==> src/rtl/disp_scan_driver_pkg.sv <==
// Shared types and constants for the 7-segment scan driver.
// Package name: disp_pkg. Optional feature macro used elsewhere:
// DISP_LEADING_ZERO_BLANK_EN (leading-zero blanking in the top level).
package disp_pkg;

    // Segment vector, bit order {g,f,e,d,c,b,a}, active-high.
    typedef logic [6:0] seg_t;

    localparam seg_t SEG_BLANK = 7'b000_0000;

    // Load-staging state: IDLE means nothing waiting, STAGED means
    // staged_q holds a value that will be shown at the next frame end.
    typedef enum logic {
        DISP_IDLE   = 1'b0,
        DISP_STAGED = 1'b1
    } disp_state_e;

    // Largest digit count the scan logic is sized for.
    localparam int DISP_MAX_DIGITS = 8;

endpackage

==> src/rtl/disp_scan_driver_seven_segdisp.sv <==
// Hex nibble to common-anode 7-segment pattern decoder (segments active-high,
// order {g,f,e,d,c,b,a}). Purely combinational; the caller registers it.
module seven_segdisp
    import disp_pkg::*;
(
    input  logic [3:0] nibble,
    output logic [6:0] seg
);

    // Glyph table for 0-9 and A, b, C, d, E, F.
    always_comb begin
        seg = SEG_BLANK;
        case (nibble)
            4'h0: seg = 7'b011_1111;
            4'h1: seg = 7'b000_0110;
            4'h2: seg = 7'b101_1011;
            4'h3: seg = 7'b100_1111;
            4'h4: seg = 7'b110_0110;
            4'h5: seg = 7'b110_1101;
            4'h6: seg = 7'b111_1101;
            4'h7: seg = 7'b000_0111;
            4'h8: seg = 7'b111_1111;
            4'h9: seg = 7'b110_1111;
            4'hA: seg = 7'b111_0111;
            4'hB: seg = 7'b111_1100;
            4'hC: seg = 7'b011_1001;
            4'hD: seg = 7'b101_1110;
            4'hE: seg = 7'b111_1001;
            4'hF: seg = 7'b111_0001;
            default: seg = SEG_BLANK;
        endcase
    end

endmodule

==> src/rtl/disp_scan_driver.sv <==
// Time-multiplexed driver for NUM_DIGITS common-anode 7-segment digits.
// A value is accepted over a valid/ready port into a staging register and
// only copied to the displayed register at a frame end, so a frame never
// mixes two values. One digit is lit per REFRESH_DIV clocks.
// Optional feature: define DISP_LEADING_ZERO_BLANK_EN to blank leading zero
// digits (digit 0 is never blanked); undefined shows every digit.
module disp_scan_driver
    import disp_pkg::*;
#(
    parameter int NUM_DIGITS  = 4,
    parameter int REFRESH_DIV = 50000
)
(
    input  logic                    clk,
    input  logic                    rst_n,
    input  logic                    load_valid,
    output logic                    load_ready,
    input  logic [4*NUM_DIGITS-1:0] load_data,
    output logic [6:0]              seg,
    output logic [NUM_DIGITS-1:0]   an,
    output logic                    frame_done
);

    localparam int DATA_W = 4 * NUM_DIGITS;
    localparam int PRE_W  = $clog2(REFRESH_DIV);
    localparam int IDX_W  = $clog2(NUM_DIGITS);

    localparam logic [PRE_W-1:0] PRE_LAST = PRE_W'(REFRESH_DIV - 1);
    localparam logic [IDX_W-1:0] IDX_LAST = IDX_W'(NUM_DIGITS - 1);

    localparam logic [0:0] ST_IDLE   = 1'(DISP_IDLE);
    localparam logic [0:0] ST_STAGED = 1'(DISP_STAGED);

    logic [DATA_W-1:0]     shown_q;
    logic [DATA_W-1:0]     staged_q;
    logic [0:0]            state_q;
    logic                  pending_q;
    logic [PRE_W-1:0]      pre_q;
    logic [IDX_W-1:0]      idx_q;
    logic                  fe_p0;

    logic                  tick;
    logic                  frame_end;
    logic                  accept;
    logic [3:0]            nib_sel;
    logic                  blank_sel;
    logic [NUM_DIGITS-1:0] blank;
    logic [NUM_DIGITS-1:0] an_next;
    logic [6:0]            dec_seg;

    assign pending_q  = (state_q == ST_STAGED);
    assign load_ready = ~pending_q;
    assign accept     = load_valid & load_ready;
    assign tick       = (pre_q == PRE_LAST);
    assign frame_end  = tick & (idx_q == IDX_LAST);

    // Prescaler and digit index: one index step per REFRESH_DIV cycles.
    always_ff @(posedge clk or negedge rst_n) begin
        if (!rst_n) begin
            pre_q <= '0;
            idx_q <= '0;
        end else if (tick) begin
            pre_q <= '0;
            idx_q <= (idx_q == IDX_LAST) ? '0 : idx_q + IDX_W'(1);
        end else begin
            pre_q <= pre_q + PRE_W'(1);
        end
    end

    // Staging FSM: commit only a value that was already pending before the
    // frame-end edge; a load landing on that edge waits a full frame.
    always_ff @(posedge clk or negedge rst_n) begin
        if (!rst_n) begin
            state_q  <= ST_IDLE;
            staged_q <= '0;
            shown_q  <= '0;
        end else if (frame_end && pending_q) begin
            shown_q  <= staged_q;
            state_q  <= ST_IDLE;
        end else if (accept) begin
            staged_q <= load_data;
            state_q  <= ST_STAGED;
        end
    end

    // Leading-zero blank mask: digit k blanks when it and all higher nibbles are zero.
    always_comb begin
        blank = '0;
`ifdef DISP_LEADING_ZERO_BLANK_EN
        for (int k = 1; k < NUM_DIGITS; k++) begin
            blank[k] = ((shown_q >> (4 * k)) == '0);
        end
`endif
    end

    // Select the active digit's nibble, blank flag and one-cold anode pattern.
    always_comb begin
        nib_sel   = 4'h0;
        blank_sel = 1'b0;
        an_next   = '1;
        for (int k = 0; k < NUM_DIGITS; k++) begin
            if (idx_q == IDX_W'(k)) begin
                nib_sel    = shown_q[4*k +: 4];
                blank_sel  = blank[k];
                an_next[k] = 1'b0;
            end
        end
    end

    seven_segdisp u_dec (
        .nibble (nib_sel),
        .seg    (dec_seg)
    );

    // Output stage: pins lag idx_q by one cycle; frame_done aligns with digit 0 lighting.
    always_ff @(posedge clk or negedge rst_n) begin
        if (!rst_n) begin
            an         <= '1;
            seg        <= SEG_BLANK;
            fe_p0      <= 1'b0;
            frame_done <= 1'b0;
        end else begin
            an         <= an_next;
            seg        <= blank_sel ? SEG_BLANK : dec_seg;
            fe_p0      <= frame_end;
            frame_done <= fe_p0;
        end
    end

endmodule

==> config.mk <==
export PLATFORM = sky130hd
export DESIGN_NAME = disp_scan_driver
export DESIGN_NICKNAME = d
export VERILOG_FILES = /design/src/rtl/disp_scan_driver_pkg.sv /design/src/rtl/disp_scan_driver_seven_segdisp.sv /design/src/rtl/disp_scan_driver.sv
export SDC_FILE = /design/constraint.sdc
export NUM_CORES = 1
export LEC_CHECK = 0
export BUFFER_PORTS_ARGS = -buffer_cell sky130_fd_sc_hd__buf_2
export CAP_MARGIN = 5
export CELL_PAD_IN_SITES_DETAIL_PLACEMENT = 0
export CELL_PAD_IN_SITES_GLOBAL_PLACEMENT = 1
export CORE_MARGIN = 4
export CORE_UTILIZATION = 51
export CTS_CLUSTER_DIAMETER = 120
export CTS_CLUSTER_SIZE = 20
export DETAILED_ROUTE_END_ITERATION = 12
export GPL_ROUTABILITY_DRIVEN = 0
export PLACE_DENSITY_LB_ADDON = 0.1
export SYNTH_ARGS = -nofsm -noshare
export SYNTH_HDL_FRONTEND = slang
export SYNTH_SLANG_ARGS = --single-unit
==> constraint.sdc <==
create_clock -name clk -period 4.29 [get_ports clk]
set_clock_uncertainty 0.05 [all_clocks]
set_input_delay 0.858 -clock clk [delete_from_list [all_inputs] [get_ports clk]]
set_output_delay 0.858 -clock clk [all_outputs]
set_load 0.05 [all_outputs]
==> results.cfg <==
[floorplanning]
start_util = 0.529
die_w_um = 84.0
die_h_um = 84.0
num_rows = 27
core_um2 = 5570
pin_count = 32
die-area_um2 = 7060

[layout]
utilization = 0.601
n_antenna_cell = 0
fin_nets = 298
fillers = 487
syn2layout_area_growth_pct = 13.6
drive_gt1_frac = 0.362

[pwr]
power.leakage_nw = 1.57
ir_drop_mv = 0.209
p_per_area_nw_per_um2 = 357

[clock_network]
hold_buffers = 0
htreeDepth = 3
cts_root_buf = clkbuf_8
numCtsBuffers = 9
cts_setup_buffers = 0
cts_tree = done
worstSkewPairLatency_ns = 0.34
clock_sinks = 64
clk_pin_slew_ns = 0.07
cts_resized = 0
clockBufferDepth = 2

[placed_design]
place_hpwl_um = 3540
preCtsSetupSlack_ns = 1.59
io_buffers = 31

[grt]
grt_first_pass_wirelength_um = 8890
grt_pass1_vias = 1851
grt_max_degree = 43
grtUsageTotal = 0.161
antenna_found_initial = 0
overflow = 0

[yosys]
ys_warn_count = 0
synth_edf_count = 0
synth_nets = 261
yosysTopAreaCell = dfrtp_1
yosys-top-cells-area = dfrtp_1 (51%), mux2_2 (9.9%), ha_1 (5.1%)
ys_async_sr_fraction = 1.00
synth_top_area_share = 0.509
ys_seq_area_frac = 0.545
synth_cell_types = 47
ys_dominant_reg_cell = dfrtp_1
synth-seq-cells = 64
synth.avg_cell_area_um2 = 12.8
synth_area_um2 = 2950
synthCells = 230

[setup_path]
path_cells = inv_1 -> ha_1 -> inv_1 -> o21a_1 -> a22oi_1 -> inv_1 -> ha_1 -> mux2_2 -> a32oi_1
critPathBufInv = 3
cp_slowest_cell = a22oi_1
cp_common_cell = inv_1
required_ns = 4.49
end_kind = register
path_class = register to register
critPathArrivalTime_ns = 2.90
cp_max_fo = 6
cp-start-kind = register
cp_top_family = compound AO/OA/AOI/OAI gates
slowest_delay_ns = 0.50

[timing]
fin_tns_setup_ns = 0
final-max-slew-violation-count = 0
slew_headroom = 0.395
min_period_ns = 2.70
rsz0062_at_grt = false
setup_violations = 0
layout_setup_ws_ns = 1.59
final-hold-violation-count = 0
fmax_mhz = 370
worst_pin_slew_ns = 0.907
fin_crit_sh = 0.630

[min_path]
hp-class = register to register

[routing]
drc = 0
wirelength_um = 5000
viasPerCell = 5.16
drt-pass1-iter-count = 4
ant_nets = 0
vias = 1769
drt-initial-drc-count = 58
wl_per_cell_um = 14.6

[flow_run]
maxCapViolations = 0

[outcome]
status = completed
-- where the power goes --
| part | internal [mW] | switching (mW) | total [mW] |
|---|---|---|---|
| logic | 0.0192 | 0.0172 | 0.0364 |
| registers | 0.621 | 0.00976 | 0.631 |
| clock network | 0.311 | 0.218 | 0.528 |
-- area by class of cell --
| class | instances | area (um^2) | share of cell area |
|---|---|---|---|
| Clock buffer | 12 | 165 | 0.0493 |
| Clock inverter | 3 | 40.0 | 0.0119 |
| Inverter | 14 | 52.6 | 0.0157 |
| Multi-Input combinational cell | 145 | 1230 | 0.366 |
| Sequential cell | 64 | 1610 | 0.479 |
| Tap cell | 72 | 90.1 | 0.0269 |
| Timing Repair Buffer | 33 | 170 | 0.0508 |
-- cell families (layout without fill, tap and decap cells) --
| group | after synthesis | after routing | synth area share |
|---|---|---|---|
| flops | 64 | 64 | 0.545 |
| mux | 39 | 39 | 0.159 |
| fa+ha+maj | 12 | 12 | 0.0509 |
| xor+xnor | 14 | 14 | 0.0416 |
| simple gates | 60 | 60 | 0.116 |
| compound gates | 20 | 20 | 0.0488 |
| buf+inv | 21 | 62 | 0.0395 |
-- cell usage after synthesis, types with 5 or more instances --
| cell | number |
|---|---|
| mux2_4 | 9 |
| ha_1 | 12 |
| nand2_1 | 12 |
| xor2_1 | 5 |
| dfrtp_1 | 60 |
| mux2_2 | 26 |
| nor2_1 | 16 |
| xnor2_1 | 9 |
| nand4_1 | 6 |
| inv_1 | 13 |
-- registers in the layout (all words and copies together), names as in the netlist --
register,count
an,4
fe_p0,1
frame_done,1
idx_q,2
pending_q,1
pre_q,16
seg,7
shown_q,16
staged_q,16
-- metal layers --
layer	part of all wire	track usage	routed length [um]
met1	0.46	0.208	2300
met2	0.48	0.248	2400
met3	0.036	0.0336	181
met4	0.024	0.0921	122
met5	0	0	0
-- through the flow --
stage | cell area (um^2) | hold WS (ns) | std cells | power [mW]
2_1_floorplan | 2950 | 0.281 | 230 | 0.654
3_3_place_gp | 3150 | 0.284 | 328 | 0.679
3_5_place_dp | 3150 | 0.287 | 328 | 0.681
4_1_cts | 3350 | 0.303 | 343 | 1.21
5_1_grt | 3350 | 0.304 | 343 | 1.24
6_report | 3350 | 0.300 | 343 | 1.20
-- placed cells by master, fill, tap and decap left out, types with 2 or more instances in the layout --
cell type,netlist,layout
dfrtp_1,60,60
buf_2,2,31
mux2_2,26,26
nor2_1,16,16
inv_1,13,13
nand2_1,12,12
ha_1,12,12
clkbuf_8,0,12
xnor2_1,9,9
mux2_4,9,9
nand4_1,6,6
xor2_1,5,5
o21ai_0,4,4
mux2i_1,4,4
nand3_1,4,4
dfstp_2,4,4
a21oi_1,3,3
a22oi_1,3,3
o221ai_1,2,2
nand2b_1,2,2
o221a_2,2,2
nand3b_1,2,2
nor3_1,2,2
and3_1,2,2
nand3_2,2,2
clkinv_2,0,2
buf_4,1,2
-- final timing paths --
check | start | endpoint | slack (ns) | depth (start not counted)
max | idx_q[0] | seg[1] | 1.59 | 9
min in group asynchronous | rst_n | staged_q[6] | 0.60 | 1
min | fe_p0 | frame_done | 0.30 | 0
min reg2reg | fe_p0 | frame_done | 0.30 | 0
max reg2reg | idx_q[0] | seg[1] | 1.59 | 9
max in group asynchronous | rst_n | an[1] | 2.71 | 2
Note: power is estimated with default switching activity, not from simulation.
